==> config.mk <==
export PLATFORM = sky130hd
export DESIGN_NAME = axi_regbridge
export DESIGN_NICKNAME = d
export VERILOG_FILES = /design/src/rtl/hjreg_pkg.sv /design/src/rtl/axi_regbridge.sv
export SDC_FILE = /design/constraint.sdc
export NUM_CORES = 1
export LEC_CHECK = 0
export BUFFER_PORTS_ARGS = -buffer_cell sky130_fd_sc_hd__buf_2
export CAP_MARGIN = 20
export CORE_UTILIZATION = 52
export CTS_CLUSTER_SIZE = 40
export DETAILED_ROUTE_END_ITERATION = 7
export GPL_TIMING_DRIVEN = 0
export PLACE_DENSITY = 0.94
export REMOVE_ABC_BUFFERS = 1
export SYNTH_ARGS = -nofsm -noshare
export SYNTH_HDL_FRONTEND = slang
export SYNTH_SLANG_ARGS = --single-unit
==> constraint.sdc <==
create_clock -name clk -period 2.6 [get_ports clk]
set_input_delay 0.13 -clock clk [delete_from_list [all_inputs] [get_ports clk]]
set_output_delay 0.13 -clock clk [all_outputs]
set_load 0.01 [all_outputs]
==> src/rtl/hjreg_pkg.sv <==
// Shared definitions for the AXI4-Lite to regreq/regack register bridge.
//   RESP_OKAY / RESP_SLVERR : AXI response encodings
//   state_e                 : bridge FSM states
//   DEAD_DATA               : read data returned when the register slave never answers
package hjreg_pkg;

  localparam logic [1:0]  RESP_OKAY   = 2'b00;
  localparam logic [1:0]  RESP_SLVERR = 2'b10;
  localparam logic [31:0] DEAD_DATA   = 32'hDEAD_BEEF;

  typedef enum logic [2:0] {
    IDLE  = 3'd0,
    ISSUE = 3'd1,
    WAIT  = 3'd2,
    BRESP = 3'd3,
    RRESP = 3'd4
  } state_e;

endpackage

==> src/rtl/axi_regbridge.sv <==
// AXI4-Lite slave that serialises host accesses onto a single-outstanding
// regreq/regack register bus (register master for hjdebug-style slaves).
//
// Build option: REGBRIDGE_TIMEOUT_EN -- when defined, WAIT gives up after
// TIMEOUT cycles without regack and answers SLVERR (reads return DEAD_DATA).
// When undefined WAIT holds until regack and no counter exists.
//
// Ports
//   clk, rstn                      clock, async active-low reset
//   s_aw*/s_w*/s_b*                AXI-Lite write address/data/response channels
//   s_ar*/s_r*                     AXI-Lite read address/response channels
//   regreq                         one-cycle request pulse
//   regwr, regaddr, regwdata       request attributes, held from regreq until regack
//   regack, regerr, regrdata       completion pulse, error flag, read data
module axi_regbridge
  import hjreg_pkg::*;
#(
  parameter int unsigned ADDR_W  = 12,
  parameter int unsigned TIMEOUT = 1023
) (
  input  logic              clk,
  input  logic              rstn,
  input  logic              s_awvalid,
  output logic              s_awready,
  input  logic [31:0]       s_awaddr,
  input  logic              s_wvalid,
  output logic              s_wready,
  input  logic [31:0]       s_wdata,
  input  logic [3:0]        s_wstrb,
  output logic              s_bvalid,
  input  logic              s_bready,
  output logic [1:0]        s_bresp,
  input  logic              s_arvalid,
  output logic              s_arready,
  input  logic [31:0]       s_araddr,
  output logic              s_rvalid,
  input  logic              s_rready,
  output logic [31:0]       s_rdata,
  output logic [1:0]        s_rresp,
  output logic              regreq,
  output logic              regwr,
  output logic [ADDR_W-1:0] regaddr,
  output logic [31:0]       regwdata,
  input  logic              regack,
  input  logic              regerr,
  input  logic [31:0]       regrdata
);

  state_e              state_q, state_d;
  logic                aw_held_q, w_held_q, ar_held_q;
  logic                aw_held_d, w_held_d, ar_held_d;
  logic [ADDR_W-1:0]   aw_addr_q, ar_addr_q;
  logic [31:0]         w_data_q;
  logic [3:0]          w_strb_q;
  logic                rr_rd_q;     // 0: write wins a tie, 1: read wins
  logic                aw_hs, w_hs, ar_hs;
  logic                wr_elig, rd_elig, strb_ok;
  logic                grant_wr, grant_rd, leave_wait, wr_done, rd_done;
  logic                timeout_hit;
  logic [1:0]          resp_d;

  // Host address bits above the register window are deliberately dropped.
  logic unused_addr;
  assign unused_addr = ^{s_awaddr[31:ADDR_W], s_araddr[31:ADDR_W]};

  assign aw_hs   = s_awvalid & s_awready;
  assign w_hs    = s_wvalid  & s_wready;
  assign ar_hs   = s_arvalid & s_arready;
  assign wr_elig = aw_held_q & w_held_q;
  assign rd_elig = ar_held_q;
  assign strb_ok = (w_strb_q == 4'hF);
  // A timeout without regack is reported as a slave error.
  assign resp_d  = (regack && !regerr) ? RESP_OKAY : RESP_SLVERR;

`ifdef REGBRIDGE_TIMEOUT_EN
  localparam int unsigned TMO_W = $clog2(TIMEOUT + 1);
  logic [TMO_W-1:0] tmo_cnt_q;

  // Counts completed WAIT cycles; WAIT lasts at most TIMEOUT cycles.
  always_ff @(posedge clk or negedge rstn) begin
    if (!rstn) begin
      tmo_cnt_q <= '0;
    end else if (state_q == ISSUE) begin
      tmo_cnt_q <= '0;
    end else if (state_q == WAIT) begin
      tmo_cnt_q <= tmo_cnt_q + TMO_W'(1);
    end
  end

  assign timeout_hit = (state_q == WAIT) && (tmo_cnt_q == TMO_W'(TIMEOUT - 1));
`else
  logic unused_timeout;
  assign unused_timeout = (TIMEOUT == 0);
  assign timeout_hit    = 1'b0;
`endif

  // Next-state, arbitration and transaction-completion decode.
  always_comb begin
    state_d    = state_q;
    grant_wr   = 1'b0;
    grant_rd   = 1'b0;
    leave_wait = 1'b0;
    wr_done    = 1'b0;
    rd_done    = 1'b0;
    case (state_q)
      IDLE: begin
        if (wr_elig && (!rd_elig || !rr_rd_q)) begin
          grant_wr = 1'b1;
          state_d  = strb_ok ? ISSUE : BRESP;
        end else if (rd_elig) begin
          grant_rd = 1'b1;
          state_d  = ISSUE;
        end
      end
      // An ack coinciding with the request cycle is not looked at here.
      ISSUE: state_d = WAIT;
      WAIT: begin
        if (regack || timeout_hit) begin
          leave_wait = 1'b1;
          state_d    = regwr ? BRESP : RRESP;
        end
      end
      BRESP: begin
        if (s_bready) begin
          wr_done = 1'b1;
          state_d = IDLE;
        end
      end
      RRESP: begin
        if (s_rready) begin
          rd_done = 1'b1;
          state_d = IDLE;
        end
      end
      default: state_d = IDLE;
    endcase
  end

  // Holding registers stay full until their own response handshake completes.
  assign aw_held_d = (aw_held_q | aw_hs) & ~wr_done;
  assign w_held_d  = (w_held_q  | w_hs)  & ~wr_done;
  assign ar_held_d = (ar_held_q | ar_hs) & ~rd_done;

  // State, holding registers and all registered outputs.
  always_ff @(posedge clk or negedge rstn) begin
    if (!rstn) begin
      state_q   <= IDLE;
      aw_held_q <= 1'b0;
      w_held_q  <= 1'b0;
      ar_held_q <= 1'b0;
      aw_addr_q <= '0;
      ar_addr_q <= '0;
      w_data_q  <= '0;
      w_strb_q  <= '0;
      rr_rd_q   <= 1'b0;
      s_awready <= 1'b0;
      s_wready  <= 1'b0;
      s_arready <= 1'b0;
      s_bvalid  <= 1'b0;
      s_bresp   <= RESP_OKAY;
      s_rvalid  <= 1'b0;
      s_rresp   <= RESP_OKAY;
      s_rdata   <= '0;
      regreq    <= 1'b0;
      regwr     <= 1'b0;
      regaddr   <= '0;
      regwdata  <= '0;
    end else begin
      state_q   <= state_d;
      aw_held_q <= aw_held_d;
      w_held_q  <= w_held_d;
      ar_held_q <= ar_held_d;
      if (aw_hs) aw_addr_q <= s_awaddr[ADDR_W-1:0];
      if (ar_hs) ar_addr_q <= s_araddr[ADDR_W-1:0];
      if (w_hs) begin
        w_data_q <= s_wdata;
        w_strb_q <= s_wstrb;
      end

      s_awready <= (state_d == IDLE) && !aw_held_d;
      s_wready  <= (state_d == IDLE) && !w_held_d;
      s_arready <= (state_d == IDLE) && !ar_held_d;
      s_bvalid  <= (state_d == BRESP);
      s_rvalid  <= (state_d == RRESP);
      regreq    <= (state_d == ISSUE);

      if (grant_wr || grant_rd) rr_rd_q <= grant_wr;

      if (grant_wr && strb_ok) begin
        regwr    <= 1'b1;
        regaddr  <= aw_addr_q;
        regwdata <= w_data_q;
      end
      if (grant_rd) begin
        regwr   <= 1'b0;
        regaddr <= ar_addr_q;
      end

      // Partial-strobe writes are refused without touching the register bus.
      if (grant_wr && !strb_ok) s_bresp <= RESP_SLVERR;

      if (leave_wait) begin
        if (regwr) begin
          s_bresp <= resp_d;
        end else begin
          s_rresp <= resp_d;
          s_rdata <= regack ? regrdata : DEAD_DATA;
        end
      end
    end
  end

endmodule

==> results.json, run 1 <==
{
  "start_util_pct": 53.93,
  "grt_pass1_vias": 4825,
  "syn2layout_area_growth_pct": 45.01,
  "critPathRequiredTime_ps": 2900,
  "powerDensity_mw_per_mm2": 1168,
  "crit_path_start_kind": "flip-flop",
  "cts_max_level": 4,
  "drv_slew": 0,
  "rsz0062_at_grt": "no",
  "synth-seq-cells": 153,
  "synthFlopType": "dfrtp_1",
  "netlist_area_mm2": 0.005923,
  "fin_setup_tns_ps": 0,
  "tightest_slew_ps": 938.7,
  "rows": 38,
  "cap_violations": 0,
  "numPortBuffers": 186,
  "worstPathArrival_ps": 2630,
  "ir_drop_mv": 0.8408,
  "clk_path_buf_depth": 2,
  "core_region_area_mm2": 0.01098,
  "clock_sinks": 153,
  "drive_gt1_share_pct": 48.07,
  "viasPerCell": 5.399,
  "cts_tree": "yes",
  "synthArstFlopShare_pct": 100.0,
  "critPathKind": "reg2reg",
  "finalHoldViolations": 0,
  "whs_path_depth": 3,
  "hpwlAfterDp_um": 8682,
  "post_synth_inst_count": 376,
  "die_w_um": 108.7,
  "vias": 4400,
  "dr.pass1.iters": 4,
  "setup.worst_path.end_class": "flip-flop",
  "grt_pass1_wl_um": 23690,
  "routed_wl_um": 15440,
  "min_path_type": "in2reg",
  "finalPower_mw": 10.03,
  "grt_max_degree": 88,
  "finalWeightedCongestion": 0.8024,
  "synth-seq-area-share_pct": 64.64,
  "path_max_fanout": 32,
  "synth-edff-count": 0,
  "skew_ps": 14.59,
  "period_share_pct": 89.54,
  "fin_crit_ps": 2328,
  "slew_headroom_pct": 37.20,
  "clkTransAtPathRegs_ps": 60,
  "cts_root_buf": "clkbuf_16",
  "max_freq_mhz": 429.5,
  "grt_util_all_layers_pct": 27.26,
  "overflow": 0,
  "layout_common_cells": "185 x buf_2, 153 x dfrtp_1, 95 x mux2_2, 95 x dlygate4sd3_1, 30 x mux2_1",
  "die_area_mm2": 0.01182,
  "nets": 802,
  "antenna_found_initial": 1,
  "drcViolationCount": 0,
  "clk_latency_ps": 430,
  "ant_nets": 0,
  "rr_worst_depth": 4,
  "ios": 228,
  "synth_area_per_cell_um2": 15.75,
  "cts_resized": 0,
  "outcome": "complete, no violations",
  "wl_per_cell_um": 18.95,
  "p_leak_nw": 4.225,
  "yosys_warnings": 0,
  "cts_buffers": 17,
  "setup_viol": 0,
  "die_h_um": 108.7,
  "first_iter_violations": 227,
  "mostFrequentLayoutCell": "buf_2",
  "synth.distinct_cells": 41
}
-- flip-flops by register name (all words and copies together), names as in the netlist, 2 cells and up --
| name | count |
|---|---|
| ar_addr_q | 12 |
| aw_addr_q | 12 |
| regaddr | 12 |
| regwdata | 32 |
| s_bresp | 2 |
| s_rdata | 32 |
| state_q | 3 |
| w_data_q | 32 |
| w_strb_q | 4 |
-- report_power, final --
| group | switching, mW | total [mW] | internal, mW |
|---|---|---|---|
| Combinational | 1.52 | 3.18 | 1.67 |
| Sequential | 0.630 | 4.11 | 3.48 |
| Clock | 0.960 | 2.74 | 1.78 |
| Total | 3.11 | 10.0 | 6.93 |
-- worst max-delay path, cell delays in order (launching register included) --
cell     delay [ps]
dfrtp_1         380
and2_1          180
and2_1          590
nand3_4         520
mux2_1          510
-- what timing repair did --
item | CTS | global route
endpoints found under the setup margin | 0 | 18
buffers inserted | 0 | 3
endpoints found under the hold margin | 161 | 0
hold buffers | 95 | 0
-- final timing paths --
path	start	to	slack (ps)
max	aw_held_q	regwdata[31]	270
min	regack	s_rvalid	120
max reg2reg	aw_held_q	regwdata[31]	270
min reg2reg	w_data_q[12]	regwdata[12]	480
max in group asynchronous	rstn	aw_addr_q[11]	1520
min in group asynchronous	rstn	state_q[1]	270
-- per-stage QoR --
| step | worst slack, ps | utilization, % | hold slack, ps | cell area [µm²] | std cells |
|---|---|---|---|---|---|
| floorplan | 426.0 | - | -165.6 | 5793 | 356 |
| global placement | -531.1 | 62.82 | 361.5 | 6899 | 682 |
| detailed placement | 167.7 | 63.28 | 165.6 | 6950 | 684 |
| CTS | 156.8 | 77.98 | 105.9 | 8564 | 811 |
| global route | 153.0 | 78.21 | 121.0 | 8589 | 815 |
| finish | 271.9 | 78.21 | 118.3 | 8589 | 815 |
-- area by class of cell --
| cell class | count | area [µm²] |
|---|---|---|
| sequential | 153 | 3829 |
| fill | 596 | 2394 |
| timing repair buffer | 286 | 1953 |
| multi-input combinational | 198 | 1948 |
| clock buffer | 21 | 470.5 |
| clock inverter | 11 | 192.7 |
| tap | 140 | 175.2 |
| inverter | 5 | 18.77 |
| antenna | 1 | 2.502 |
-- cell families after synthesis --
| kind of cell | after synthesis | share of synthesized area [%] |
|---|---|---|
| flops | 153 | 64.64 |
| mux | 125 | 23.76 |
| compound gates | 40 | 5.366 |
| simple gates | 32 | 3.655 |
| buf+inv | 25 | 2.514 |
| other cells | 1 | 0.06331 |
-- layer usage --
layer  routed length, µm  part of all wire [%]  global-route usage [%]  vias to the layer above
li1                    -                     -                       -                     1935
met1                5338                    35                   27.45                     2209
met4                 794                   5.1                   17.37                        0
met2                8414                    54                   49.73                      192
met5                   0                     0                       0                        -
met3                 894                   5.8                   7.053                       64
-- synthesized netlist by cell type, types with 2 or more instances --
| library cell | count | area share (%) |
|---|---|---|
| and3_1 | 2 | 0.21 |
| nand2_1 | 7 | 0.44 |
| dfrtp_1 | 153 | 65 |
| inv_1 | 5 | 0.32 |
| buf_6 | 5 | 0.95 |
| mux2_2 | 95 | 18 |
| buf_2 | 2 | 0.17 |
| mux2_1 | 30 | 5.7 |
| clkbuf_1 | 7 | 0.44 |
| buf_1 | 2 | 0.13 |
| a2bb2oi_1 | 12 | 1.8 |
| o32ai_1 | 12 | 1.8 |
| nand3_1 | 2 | 0.17 |
| nor2_1 | 2 | 0.13 |
| a21boi_0 | 2 | 0.25 |
| buf_4 | 4 | 0.51 |
| a21oi_1 | 6 | 0.51 |
| nor3_1 | 3 | 0.25 |
| and2_1 | 3 | 0.32 |
No activity file was read; power rests on OpenSTA's default activity.
==> inputs of run 2 (changes only) <==
==> constraint.sdc (replaced) <==
create_clock -name clk -period 2.6 [get_ports clk]
set_input_delay 0.39 -clock clk [delete_from_list [all_inputs] [get_ports clk]]
set_output_delay 0.39 -clock clk [all_outputs]
set_load 0.01 [all_outputs]
==> run 2 against run 1 <==
Wire length down 20%. First-iteration DRC count shrank 26%. Non-clock buffer count fell by 94. Sequential power shrank 1%. Critical endpoint is now regwdata[21].
==> results.json, run 2 (same netlist as run 1, synthesis figures left out) <==
{
  "outcome": "complete, no violations",
  "period_share_pct": 88.64,
  "die_h_um": 108.7,
  "grt_util_all_layers_pct": 22.22,
  "grt_max_degree": 88,
  "fin_setup_tns_ps": 0,
  "cts_root_buf": "clkbuf_16",
  "fin_hold_ws_ps": 195.3,
  "grt_pass1_wl_um": 19670,
  "cp_common_cell": "and2_1",
  "mostFrequentLayoutCell": "buf_2",
  "viasPerCell": 5.378,
  "routed_wl_um": 12400,
  "antenna_cells": 0,
  "layout_common_cells": "185 x buf_2, 153 x dfrtp_1, 95 x mux2_2",
  "cts_max_level": 4,
  "cts_tree": "yes",
  "whs_path_depth": 2,
  "finalWeightedCongestion": 0.8024,
  "routed.top_layer": "met4",
  "crit_buf_inv": 0,
  "p_leak_nw": 3.833,
  "setup.worst_path.end_class": "flip-flop",
  "numPortBuffers": 186,
  "min_path_type": "in2reg",
  "wl_per_cell_um": 17.23,
  "crit_cells": 4,
  "overflow": 0,
  "fillers": 737,
  "vias": 3872,
  "antenna_found_initial": 0,
  "m1WireLength_um": 4764,
  "clk_path_buf_depth": 2,
  "reg.largest.list": "regwdata x32, s_rdata x32, w_data_q x32",
  "setup_viol": 0,
  "critPathKind": "reg2reg",
  "skew_ps": 11.02,
  "clock_sinks": 153,
  "cts_buffers": 17,
  "drcViolationCount": 0,
  "slew_headroom_pct": 39.64,
  "drive_gt1_share_pct": 55.86,
  "grt_pass1_vias": 4045,
  "max_stage_delay_ps": 590,
  "clkTransAtPathRegs_ps": 60,
  "start_util_pct": 53.93,
  "first_iter_violations": 168,
  "ios": 228,
  "die_w_um": 108.7,
  "core_region_area_mm2": 0.01098,
  "worstPathArrival_ps": 2600,
  "powerDensity_mw_per_mm2": 1276,
  "rr_worst_depth": 4,
  "dr.pass1.iters": 4,
  "fin_crit_ps": 2305,
  "clk_latency_ps": 420,
  "drv_slew": 0,
  "nets": 708,
  "cts_resized": 0,
  "hpwlAfterDp_um": 8682,
  "critPathRequiredTime_ps": 2890,
  "crit_slowest_cell": "and2_1",
  "tightest_slew_ps": 902.2,
  "syn2layout_area_growth_pct": 29.09,
  "route.met2.wl_um": 6571,
  "rows": 38,
  "ant_nets": 0,
  "crit_path_start_kind": "flip-flop",
  "path_max_fanout": 32,
  "cap_violations": 0,
  "path_cells": "and2_1, and2_1, nand3_4, mux2_1",
  "die_area_mm2": 0.01182,
  "ir_drop_mv": 0.8294,
  "route.met3.wl_um": 826,
  "finalHoldViolations": 0,
  "max_freq_mhz": 433.9,
  "rsz0062_at_grt": "no",
  "cp_top_family": "simple AND/OR/NAND/NOR gates"
}
[run 2: worst register-to-register path: cells and delay by family, from the launching register on]
family,cells,cell delay (ps)
multiplexers,1,510
flip-flops,1,380
AND/OR/NAND/NOR,3,1290
[run 2: routing by layer]
layer,global-route usage [%],vias up
met5,0,-
met4,9.846,0
met3,5.977,21
met2,38.97,150
met1,25.40,1948
li1,-,1753
[run 2: metrics by stage]
step / instance area (µm²) / cells / setup WS (ps) / utilization (%) / power (mW)
floorplan: 5793 / 356 / 426.0 / - / 5.841
global placement: 6899 / 682 / -791.1 / 62.82 / 6.789
detailed placement: 6950 / 684 / 167.7 / 63.28 / 7.047
CTS: 7624 / 717 / 156.8 / 69.41 / 9.793
global route: 7646 / 720 / 171.5 / 69.62 / 10.33
finish: 7646 / 720 / 295.4 / 69.62 / 9.753
[run 2: layout make-up]
type | instances | area, µm² | area share, %
inverters | 5 | 18.77 | 0.2455
flip-flops and latches | 153 | 3829 | 50.07
repair buffers | 192 | 1012 | 13.24
clock inverters | 11 | 192.7 | 2.520
well taps | 140 | 175.2 | 2.291
multi-input cells | 198 | 1948 | 25.48
clock buffers | 21 | 470.5 | 6.153
[run 2: timing repair]
item                                    4_1_cts  5_1_grt
hold buffers                                  1        0
endpoints found under the setup margin        0       15
setup buffers                                 0        3
endpoints found under the hold margin        66        0
[run 2: power breakdown]
group / total, mW / internal (mW) / leakage, nW / switching, mW
registers: 4.05 / 3.48 / 1.89 / 0.572
clock network: 2.71 / 1.78 / 0.308 / 0.938
logic: 2.99 / 1.57 / 1.64 / 1.42
[run 2: path summary, 6_finish.rpt]
path / start / end / slack (ps)
hold reg to reg: w_data_q[12] / regwdata[12] / 480
min in group asynchronous: rstn / state_q[1] / 520
setup / recovery: aw_held_q / regwdata[21] / 300
setup reg to reg: aw_held_q / regwdata[21] / 300
hold / removal: s_wdata[2] / w_data_q[2] / 200
max in group asynchronous: rstn / regwdata[14] / 1280
==> inputs of run 3 (changes only) <==
--- a/config.mk
+++ b/config.mk
@@ -5,13 +5,13 @@
 export SDC_FILE = /design/constraint.sdc
 export NUM_CORES = 1
 export LEC_CHECK = 0
-export BUFFER_PORTS_ARGS = -buffer_cell sky130_fd_sc_hd__buf_2
 export CAP_MARGIN = 20
-export CORE_UTILIZATION = 52
+export CORE_UTILIZATION = 61
 export CTS_CLUSTER_SIZE = 40
 export DETAILED_ROUTE_END_ITERATION = 7
+export DONT_BUFFER_PORTS = 1
 export GPL_TIMING_DRIVEN = 0
-export PLACE_DENSITY = 0.94
+export PLACE_DENSITY = 0.87
 export REMOVE_ABC_BUFFERS = 1
 export SYNTH_ARGS = -nofsm -noshare
 export SYNTH_HDL_FRONTEND = slang
==> run 3 against run 2 <==
The run now ends with hold timing left. Final cell count is 28% lower. Register-to-register slack worse by 80 ps. First-iteration DRC count fell by 22%. Sequential power is 10% higher. Sequential share of layout area is 8.5 points higher. Largest power group unchanged.
==> results.json, run 3 (same netlist as run 1, synthesis figures left out) <==
{
  "dr.pass1.iters": 4,
  "cts_resized": 0,
  "first_iter_violations": 131,
  "hpwlAfterDp_um": 7224,
  "r2r-end": "regwdata[6]",
  "fin_hold_ws_ps": -415.2,
  "clk_latency_ps": 500,
  "postCtsSetupRepairBufs": 0,
  "finalPower_mw": 8.672,
  "overflow": 0,
  "min_path_type": "in2async",
  "vias": 3120,
  "final_core_util_pct": 70.10,
  "routed_wl_um": 10810,
  "critPathKind": "reg2reg",
  "grt_util_all_layers_pct": 22.88,
  "fin_setup_tns_ps": 0,
  "cts_root_buf": "clkbuf_8",
  "place_area_mm2": 0.005962,
  "powerDensity_mw_per_mm2": 1326,
  "die_w_um": 100.5,
  "core_region_area_mm2": 0.009328,
  "layout_common_cells": "153 x dfrtp_1, 95 x mux2_2, 30 x mux2_1",
  "drcViolationCount": 0,
  "grt_max_degree": 154,
  "rsz0062_at_grt": "no",
  "grt_pass1_vias": 3303,
  "slew_headroom_pct": 37.66,
  "tightest_slew_ps": 931.7,
  "cap_violations": 0,
  "ios": 228,
  "fin_cells": 518,
  "viasPerCell": 6.023,
  "finalWeightedCongestion": 0.8044,
  "drive_gt1_share_pct": 34.54,
  "reg2reg_from": "state_q[1]",
  "setup_viol": 0,
  "ant_nets": 0,
  "clk_path_buf_depth": 2,
  "reg.largest.list": "regwdata x32, s_rdata x32, w_data_q x32",
  "wl_per_cell_um": 20.87,
  "fillers": 612,
  "setup.worst_path.end_class": "flip-flop",
  "outcome": "complete, but fails checks",
  "rr_worst_depth": 3,
  "die_area_mm2": 0.01011,
  "stdcell_area_mm2": 0.006539,
  "numPortBuffers": 0,
  "cts_max_level": 4,
  "critPathRequiredTime_ps": 2970,
  "grt_pass1_wl_um": 17200,
  "clkTransAtPathRegs_ps": 70,
  "rows": 35,
  "skew_ps": 8.491,
  "p_leak_nw": 2.976,
  "worstPathArrival_ps": 2750,
  "mostFrequentLayoutCell": "dfrtp_1",
  "start_util_pct": 63.50,
  "fin_crit_ps": 2383,
  "violations": "hold timing",
  "dp.cells": 485,
  "path_max_fanout": 32,
  "drv_slew": 0,
  "clock_sinks": 153,
  "cts_tree": "yes",
  "cts_buffers": 17,
  "ir_drop_mv": 0.5950,
  "period_share_pct": 91.66,
  "crit_path_start_kind": "flip-flop",
  "antenna_found_initial": 1,
  "die_h_um": 100.5,
  "finalHoldViolations": 153,
  "max_freq_mhz": 419.6,
  "r2r_setup_slack_ps": 220,
  "syn2layout_area_growth_pct": 10.39,
  "nets": 516
}
-- run 3: per-stage QoR --
stage	hold WS, ps	setup WS, ps
3_3_place_gp	97.16	108.8
2_1_floorplan	94.41	426.0
5_1_grt	-456.3	18.16
3_5_place_dp	96.45	173.5
4_1_cts	-439.9	166.8
6_report	-415.2	216.8
-- run 3: how the worst max path moves through the flow --
stage	from	depth (start not counted)	to
after floorplan	state_q[0]	4	s_rdata[0]
after global placement	state_q[0]	4	s_rdata[31]
after detailed placement	state_q[0]	3	regwdata[6]
after CTS	state_q[0]	3	regwdata[6]
after global routing	state_q[1]	3	regwdata[6]
final	state_q[1]	3	regwdata[6]
-- run 3: routing by layer --
| metal | global-route usage (%) | wire length (µm) |
|---|---|---|
| met5 | 0 | 0 |
| met4 | 9.142 | 221 |
| met3 | 9.501 | 990 |
| met2 | 36.62 | 5452 |
| met1 | 27.68 | 4146 |
-- run 3: worst max-delay path, cell delays in order (launching register included) --
cell and delay, ps:
dfrtp_1 490, nor3_4 680, nand3_4 560, mux2_1 500
-- run 3: area by class of cell --
type,instances,area [µm²],area share [%]
Sequential cell,153,3829,58.55
Multi-Input combinational cell,198,1953,29.87
Clock buffer,19,441.7,6.755
Tap cell,129,161.4,2.468
Clock inverter,13,132.6,2.028
Inverter,5,18.77,0.2870
Antenna cell,1,2.502,0.03827
-- run 3: power breakdown --
group / total [mW] / internal (mW) / switching [mW]
sequential: 4.46 / 3.48 / 0.978
clock: 2.33 / 1.35 / 0.983
combinational: 1.88 / 1.09 / 0.786
